### src/rtl/eu_barrier_pkg.sv
// Shared types and constants for the event-unit barrier wait controller.
// Holds the per-core FSM state encoding and the wake response layout.
package eu_barrier_pkg;

    typedef enum logic [1:0] {
        IDLE  = 2'd0,
        TRIG  = 2'd1,
        SLEEP = 2'd2,
        WAKE  = 2'd3
    } wait_state_e;

    localparam logic [5:0] PEND_REG_IDX = 6'h3F;

    localparam int RDATA_ERR_BIT = 31;
    localparam int RDATA_ID_MSB  = 7;
    localparam int RDATA_ID_LSB  = 0;

    function automatic logic [31:0] wake_rdata(input logic err, input logic [5:0] id);
        logic [31:0] d;
        d = '0;
        d[RDATA_ERR_BIT] = err;
        d[RDATA_ID_MSB:RDATA_ID_LSB] = {2'b00, id};
        return d;
    endfunction

endpackage

### src/rtl/eu_barrier_wait_fsm.sv
// One core's trigger/sleep/wake sequencer plus its response register.
// The optional sleep timeout is built only when BARRIER_WAIT_TIMEOUT_EN is defined.
module eu_barrier_wait_fsm
    import eu_barrier_pkg::*;
#(
    parameter int TIMEOUT_W = 16
) (
    input  logic        clk_i,
    input  logic        rst_ni,
    input  logic        req_i,
    input  logic        wait_i,
    input  logic [5:0]  wait_id_i,
    input  logic [31:0] rd_data_i,
    input  logic        wake_i,
    output logic        gnt_o,
    output logic        trigger_o,
    output logic [5:0]  barr_id_o,
    output logic        clock_en_o,
    output logic        consume_o,
    output logic        r_valid_o,
    output logic [31:0] r_rdata_o
);

    wait_state_e state_q, state_d;
    logic [5:0]  id_q, id_d;
    logic        err_q, err_d;
    logic        resp_vld_q, resp_vld_d;
    logic [31:0] resp_data_q, resp_data_d;
    logic        timeout;

`ifdef BARRIER_WAIT_TIMEOUT_EN
    logic [TIMEOUT_W-1:0] cnt_q;

    // Counter is zeroed during TRIG so it reads 0 on the first SLEEP cycle.
    always_ff @(posedge clk_i or negedge rst_ni) begin
        if (!rst_ni) begin
            cnt_q <= '0;
        end else if (state_q == TRIG) begin
            cnt_q <= '0;
        end else if (state_q == SLEEP) begin
            cnt_q <= cnt_q + 1'b1;
        end
    end

    assign timeout = (state_q == SLEEP) && (&cnt_q);
`else
    logic [TIMEOUT_W-1:0] tmo_unused;
    assign tmo_unused = '0;
    assign timeout    = 1'b0;
`endif

    always_ff @(posedge clk_i or negedge rst_ni) begin
        if (!rst_ni) begin
            state_q     <= IDLE;
            id_q        <= '0;
            err_q       <= 1'b0;
            resp_vld_q  <= 1'b0;
            resp_data_q <= '0;
        end else begin
            state_q     <= state_d;
            id_q        <= id_d;
            err_q       <= err_d;
            resp_vld_q  <= resp_vld_d;
            resp_data_q <= resp_data_d;
        end
    end

    always_comb begin
        state_d     = state_q;
        id_d        = id_q;
        err_d       = err_q;
        resp_vld_d  = 1'b0;
        resp_data_d = '0;
        gnt_o       = 1'b0;
        trigger_o   = 1'b0;
        clock_en_o  = 1'b1;
        consume_o   = 1'b0;

        case (state_q)
            IDLE: begin
                gnt_o = 1'b1;
                if (req_i) begin
                    if (wait_i) begin
                        id_d    = wait_id_i;
                        err_d   = 1'b0;
                        state_d = TRIG;
                    end else begin
                        resp_vld_d  = 1'b1;
                        resp_data_d = rd_data_i;
                    end
                end
            end
            TRIG: begin
                trigger_o = 1'b1;
                state_d   = SLEEP;
            end
            SLEEP: begin
                clock_en_o = 1'b0;
                // A real wake takes priority over a simultaneous timeout.
                if (wake_i) begin
                    consume_o = 1'b1;
                    state_d   = WAKE;
                end else if (timeout) begin
                    err_d   = 1'b1;
                    state_d = WAKE;
                end
            end
            WAKE: begin
                state_d = IDLE;
            end
            default: begin
                state_d = IDLE;
            end
        endcase
    end

    assign barr_id_o = id_q;
    assign r_valid_o = resp_vld_q | (state_q == WAKE);
    assign r_rdata_o = (state_q == WAKE) ? wake_rdata(err_q, id_q) : resp_data_q;

endmodule

### src/rtl/eu_barrier_wait_ctrl.sv
// Per-core barrier trigger-and-sleep controller with a buffered pending-event array.
// Optional sleep timeout enabled by defining BARRIER_WAIT_TIMEOUT_EN.
module eu_barrier_wait_ctrl
    import eu_barrier_pkg::*;
#(
    parameter int NB_CORES  = 4,
    parameter int NB_BARR   = 2,
    parameter int TIMEOUT_W = 16
) (
    input  logic                               clk_i,
    input  logic                               rst_ni,
    input  logic [NB_CORES-1:0]                core_req_i,
    input  logic [NB_CORES-1:0]                core_wen_i,
    input  logic [NB_CORES-1:0][7:0]           core_add_i,
    input  logic [NB_CORES-1:0][31:0]          core_wdata_i,
    output logic [NB_CORES-1:0]                core_gnt_o,
    output logic [NB_CORES-1:0]                core_r_valid_o,
    output logic [NB_CORES-1:0][31:0]          core_r_rdata_o,
    output logic [NB_BARR-1:0][NB_CORES-1:0]   barrier_trigger_o,
    input  logic [NB_BARR-1:0][NB_CORES-1:0]   barrier_events_i,
    output logic [NB_CORES-1:0]                core_clock_en_o
);

    logic [NB_CORES-1:0]              wait_req;
    logic [NB_CORES-1:0]              fsm_gnt;
    logic [NB_CORES-1:0]              trig;
    logic [NB_CORES-1:0]              consume;
    logic [NB_CORES-1:0]              wake;
    logic [NB_CORES-1:0][5:0]         barr_id;
    logic [NB_CORES-1:0][31:0]        rd_data;
    logic [NB_BARR-1:0][NB_CORES-1:0] pend_q;
    logic [NB_BARR-1:0][NB_CORES-1:0] clr_mask;
    logic [5:0]                       idx;
    logic                             unused_bits;

    assign unused_bits = ^{core_add_i, core_wdata_i};

    // Address decode: WAIT reads, pending-mask reads and masked clear writes.
    always_comb begin
        wait_req = '0;
        rd_data  = '0;
        clr_mask = '0;
        idx      = '0;
        for (int c = 0; c < NB_CORES; c++) begin
            idx = core_add_i[c][7:2];
            if (core_wen_i[c] && ({1'b0, idx} < 7'(NB_BARR))) begin
                wait_req[c] = 1'b1;
            end
            if (core_wen_i[c] && (idx == PEND_REG_IDX)) begin
                for (int b = 0; b < NB_BARR; b++) begin
                    rd_data[c][b] = pend_q[b][c];
                end
            end
            if (core_req_i[c] && fsm_gnt[c] && !core_wen_i[c] && (idx == PEND_REG_IDX)) begin
                for (int b = 0; b < NB_BARR; b++) begin
                    clr_mask[b][c] = core_wdata_i[c][b];
                end
            end
        end
    end

    always_comb begin
        wake              = '0;
        barrier_trigger_o = '0;
        for (int c = 0; c < NB_CORES; c++) begin
            for (int b = 0; b < NB_BARR; b++) begin
                if (barr_id[c] == 6'(b)) begin
                    wake[c] = wake[c] | pend_q[b][c] | barrier_events_i[b][c];
                    barrier_trigger_o[b][c] = trig[c];
                end
            end
        end
    end

    // Consumption beats everything; otherwise a new event beats a clear.
    always_ff @(posedge clk_i or negedge rst_ni) begin
        if (!rst_ni) begin
            pend_q <= '0;
        end else begin
            for (int b = 0; b < NB_BARR; b++) begin
                for (int c = 0; c < NB_CORES; c++) begin
                    if (consume[c] && (barr_id[c] == 6'(b))) begin
                        pend_q[b][c] <= 1'b0;
                    end else begin
                        pend_q[b][c] <= (pend_q[b][c] & ~clr_mask[b][c]) | barrier_events_i[b][c];
                    end
                end
            end
        end
    end

    for (genvar c = 0; c < NB_CORES; c++) begin : g_core
        eu_barrier_wait_fsm #(
            .TIMEOUT_W (TIMEOUT_W)
        ) u_fsm (
            .clk_i      (clk_i),
            .rst_ni     (rst_ni),
            .req_i      (core_req_i[c]),
            .wait_i     (wait_req[c]),
            .wait_id_i  (core_add_i[c][7:2]),
            .rd_data_i  (rd_data[c]),
            .wake_i     (wake[c]),
            .gnt_o      (fsm_gnt[c]),
            .trigger_o  (trig[c]),
            .barr_id_o  (barr_id[c]),
            .clock_en_o (core_clock_en_o[c]),
            .consume_o  (consume[c]),
            .r_valid_o  (core_r_valid_o[c]),
            .r_rdata_o  (core_r_rdata_o[c])
        );
    end

    assign core_gnt_o = fsm_gnt;

endmodule

### config.mk
export PLATFORM = sky130hd
export DESIGN_NAME = eu_barrier_wait_ctrl
export DESIGN_NICKNAME = d
export VERILOG_FILES = /design/src/rtl/eu_barrier_pkg.sv /design/src/rtl/eu_barrier_wait_fsm.sv /design/src/rtl/eu_barrier_wait_ctrl.sv
export SDC_FILE = /design/constraint.sdc
export NUM_CORES = 1
export LEC_CHECK = 0
export CAP_MARGIN = 10
export CORE_AREA = 2 2 127 129
export CTS_BUF_LIST = sky130_fd_sc_hd__clkbuf_8
export CTS_CLUSTER_SIZE = 24
export DETAILED_ROUTE_END_ITERATION = 8
export DIE_AREA = 0 0 129 131
export PLACE_DENSITY_LB_ADDON = 0.1
export SLEW_MARGIN = 20
export SYNTH_ARGS = -nofsm -noshare
export SYNTH_HDL_FRONTEND = slang
export SYNTH_SLANG_ARGS = --single-unit
### constraint.sdc
create_clock -name clk_i -period 2.05 [get_ports clk_i]
set_input_delay 0.5125 -clock clk_i [delete_from_list [all_inputs] [get_ports clk_i]]
set_output_delay 0.5125 -clock clk_i [all_outputs]
set_load 0.01 [all_outputs]
Yosys cells after proc, flatten, opt, wreduce, memory -nomap -nowiden. Cells that the tools add are included.

Register bits: 172.

Order comparisons: 4. Equal/unequal tests: 32. Bitwise logic cells: 40. Reductions and logical operators: 48. Mux-type cells: 104.

Operators by type and width (number): $mux 32 (12); $mux 1 (68); $mux 2 (20); $pmux 2 s4 (4); $logic_and 1x1->1 (28); $eq 6x1->1 const B (4); $eq 6x6->1 const B (4); $logic_not 6->1 (4); $lt 6x2->1 const B (4); $or 1x1->1 (24); $reduce_and 3->1 (8); $eq 2x2->1 const B (8); $ne 2x1->1 const B (8); $and 1x1->1 (8); $eq 2x1->1 const B (4); $logic_not 2->1 (4); $ne 2x2->1 const B (4); $not 1->1 (8); $logic_not 1->1 (4).

Longest topological paths before layout.
Word-level depth: 10. Depth in mapped cells: 6. Mapped depth without buffers: 6.

Modules after synthesis. From an unflattened synthesis, not the netlist that was laid out.

Cells, all modules: 652. Area total of the unflattened synthesis: 7641.1 um2.

By module, submodules not included: eu_barrier_wait_fsm (cells an instance 137, area an instance 1711.6 um2, times used 4); eu_barrier_wait_ctrl (cells an instance 104, area an instance 794.5 um2, times used 1).

Worst setup path after synthesis. OpenSTA, ideal clock, no wires.

Kind: reg2out. From: register g_core[1].u_fsm.id_q[3]. To: output barrier_trigger_o[1] (netlist name). Setup slack: 203 ps. Arrival time: 1334 ps. Data required time: 1537 ps. Stages on the path, launching flop included: 5. Cell sequence: dfrtp_1 or4_1 nor2_1 nand2_1 nor2_1.

RTL lines: from (decl) (line eu_barrier_wait_fsm.sv:25) `logic [5:0] id_q, id_d;`; from (signal assigned) (line eu_barrier_wait_fsm.sv:61) `id_q <= id_d;`; to (decl) (line eu_barrier_wait_ctrl.sv:19) `output logic [NB_BARR-1:0][NB_CORES-1:0] barrier_trigger_o,`.

==> parameters.txt <==
Parameter                              Value

Placed design
  IO Port Bufs    93
  Detailed-placement wirelength estimate    7010 µm
  Routability congestion estimate    0.717
  Placed standard-cell area    4840 µm²

Floorplanning
  Die height    131 µm
  Area of the die    16900 µm²
  Width of the die    129 µm
  IO Pins    326
  Standard-cell rows    46
  Core Box Area    15600 µm²
  Initial core utilization    0.241

Synth
  Sequential area share after synthesis    0.346
  Multiplexer area fraction after synthesis    0.0379
  Main flop type after synthesis    sky130_fd_sc_hd__dfrtp_1
  Number of standard cells after synthesis    402
  Post-synth ARST share    1.00
  Yosys reg bits    52
  Adder-cell share of the synthesized area    0.0666
  Dominant combinational cell family by area after synthesis    buffers and inverters
  Yosys warning total    0
  Number of enable flip-flop cells after synthesis    0
  Syn avg cell area    9.35 µm²
  Netlist area before placement    3760 µm²
  Top cells by area in the synthesized netlist    sky130_fd_sc_hd__dfrtp_1 (35%), sky130_fd_sc_hd__buf_4 (23%), sky130_fd_sc_hd__ha_1 (6.7%)
  Post-Synth XOR/XNOR Area    0
  Share of synthesized cell area in and, or, nand and nor gates    0.209
  Post-synth cell types    41
  Fraction of the mapped netlist area in compound gates    0.0829
  Area share of the largest cell type after synthesis    0.346
  Library cell with the largest summed area after synthesis    sky130_fd_sc_hd__dfrtp_1

CTS
  Clock tree from TritonCTS    done
  Clock transition at the registers of the reported paths    0.10 ns
  Quantity of hold-fixing buffers added after cts    0
  Clock buffer count from CTS    5
  Count of clock tree sinks    52
  CTS Root Cell    sky130_fd_sc_hd__clkbuf_8
  Largest buffer count on any clock path    2
  Worst skew pair latency    0.31 ns
  H-Tree Level Count    2

Critical path
  CP startpoint kind    flop
  Start-to-end type of the worst setup path    flop to output port
  Largest fanout of any net on the critical path    3
  Arrival @ worst endpoint    1.76 ns
  Worst Setup End Kind    output port
  Critical Path RT    1.54 ns
  Count of cells along the worst register-to-register path    9

Global routing
  Number of global-route vias before repair    2789
  Overflow left after global routing    0
  First-pass GRT wire length    13500 µm
  Maximum number of pins on one net before global-route repair    33
  Antenna violations before repair    0
  Global-route usage over all layers    0.100

Timing
  Final count of pins violating max slew    0
  Setup total negative slack    -1.09 ns
  Clock tree skew after final layout    0.00617 ns
  Total setup violations reported at the end of the flow    8
  Highest clock rate    441 MHz
  Tmin final    2.27 ns
  Worst setup slack after layout    -0.220 ns
  Relative max-transition margin    0.628
  Unrepaired setup endpoints after global routing    yes
  Period utilisation layout    1.11
  Hold violation total from the final report    0
  Actual slew at the worst max-slew pin    0.558 ns

Drt
  Number of detailed-routing iterations run before antenna repair    4
  Detailed Route Iter0 Violations    87
  Remaining design rule violation count    0
  Per-cell routed wire length    11.5 µm
  Via density    3.75
  Residual antenna-violating net count after detailed routing    0
  Vias after detailed routing    2853
  Final routed wirelength across all metal layers    8750 µm

Pwr
  Leakage    2.55 nW
  Ratio of total power to cell area    828 nW/µm²
  Overall power consumption    4.22 mW
  Worst-case vdd ir drop    0.318 mV

Layout
  Post-layout utilization of the core    0.326
  Post-route cell area    5090 µm²
  Number of nets at the end of the flow    743
  Fraction of final layout cells sized beyond drive strength 1    0.268
  Area Growth Syn to Fin    35.4%
  Antenna diode count    0

Run status
  Outcome    finished with violations
  Violations in the final reports    setup timing

Flow run
  Total of max-cap violations    0

Min path
  Worst min-delay path category    input pin to async pin
[cell families (layout without fill, tap and decap cells)]
group / Yosys count / in the layout
other cells: 1 / 104
flops: 52 / 52
simple gates: 134 / 134
compound gates: 42 / 42
mux: 12 / 12
fa+ha+maj: 20 / 20
buf+inv: 141 / 181
[stage by stage]
stage,setup slack [ns],instances,hold WS [ns]
final,-0.220,761,0.176
after global routing,-0.296,761,0.207
after CTS,-0.251,761,0.185
after detailed placement,-0.297,745,0.501
after global placement,-0.303,745,0.502
after floorplan,0.203,505,0.217
[layout by cell type (no fill, tap or decap), drive strengths merged, types with 2 or more instances in the layout]
cell type	count
a211o	4
a211oi	4
a21oi	10
a31o	3
a31oi	4
a32oi	3
and2	26
and3	12
buf	72
clkbuf	10
clkdlybuf4s15	13
clkdlybuf4s50	48
conb	104
dfrtp	52
dlygate4sd2	11
ha	20
inv	26
mux2	12
nand2	22
nand2b	3
nand3	2
nand4	4
nor2	19
nor2b	12
nor3	10
nor3b	4
nor4	2
o211ai	4
o21ai	3
o22a	4
o31a	2
or2	8
or3	2
or4	6
[registers in the layout (all words and copies together), names as in the netlist]
register,flops
g_core.u_fsm.barr_id_o,24
g_core.u_fsm.resp_data_q,8
g_core.u_fsm.resp_vld_q,4
g_core.u_fsm.state_q,8
pend_q,8
[layer usage]
| layer | part of all wire | vias up | GRT usage |
|---|---|---|---|
| li1 | - | 1408 | - |
| met1 | 0.44 | 1327 | 0.129 |
| met2 | 0.48 | 110 | 0.167 |
| met3 | 0.060 | 8 | 0.0204 |
| met4 | 0.014 | 0 | 0.0352 |
| met5 | 0 | - | 0 |
[critical path, cell delays in order (launching register included)]
cell	delay (ns)
sky130_fd_sc_hd__dfrtp_1	0.38
sky130_fd_sc_hd__or4_1	0.53
sky130_fd_sc_hd__nor2_1	0.12
sky130_fd_sc_hd__buf_4	0.14
sky130_fd_sc_hd__and3_4	0.18
sky130_fd_sc_hd__buf_6	0.10
[where the power goes]
part	internal (mW)	switching, mW	total [mW]
combinational	1.16	1.12	2.28
clock	0.229	0.358	0.587
sequential	1.20	0.156	1.35
[path summary, 6_finish.rpt]
path                                               from                           end  slack [ns]
min in group clk_i         g_core[1].u_fsm.barr_id_o[1]  g_core[1].u_fsm.barr_id_o[1]        0.53
hold / removal                                   rst_ni                     pend_q[4]        0.18
setup / recovery           g_core[1].u_fsm.barr_id_o[2]          barrier_trigger_o[5]       -0.22
hold reg to reg            g_core[1].u_fsm.barr_id_o[1]  g_core[1].u_fsm.barr_id_o[1]        0.53
max in group asynchronous                        rst_ni    g_core[3].u_fsm.state_q[1]        1.28
setup reg to reg             g_core[1].u_fsm.state_q[1]                     pend_q[1]        0.24
[synthesized netlist by cell type, types with 8 or more instances]
cell                        n
sky130_fd_sc_hd__buf_4    116
sky130_fd_sc_hd__dfrtp_1   52
sky130_fd_sc_hd__inv_1     25
sky130_fd_sc_hd__nand2_1   22
sky130_fd_sc_hd__and2_1    21
sky130_fd_sc_hd__ha_1      20
sky130_fd_sc_hd__nor2_1    16
sky130_fd_sc_hd__and3_1    12
sky130_fd_sc_hd__nor2b_1   12
sky130_fd_sc_hd__a21oi_1   10
sky130_fd_sc_hd__mux2_2    10
sky130_fd_sc_hd__nor3_1     8
sky130_fd_sc_hd__or2_2      8
[final cells by class]
class | instances | area, µm²
Multi-Input combinational cell | 312 | 2030
Tap cell | 216 | 270
Inverter | 25 | 98.8
Fill cell | 1649 | 10500
Timing Repair Buffer | 149 | 1310
Clock buffer | 5 | 68.8
Sequential cell | 52 | 1300
Clock inverter | 2 | 8.76
[what timing repair did]
action                                  4_1_cts  5_1_grt
pin swaps                                    18        9
endpoints found under the setup margin       44       39
resized for setup                           126       37
gates cloned                                  0        0
buffers inserted                              9        0
Power figures use the tool's default switching activity.
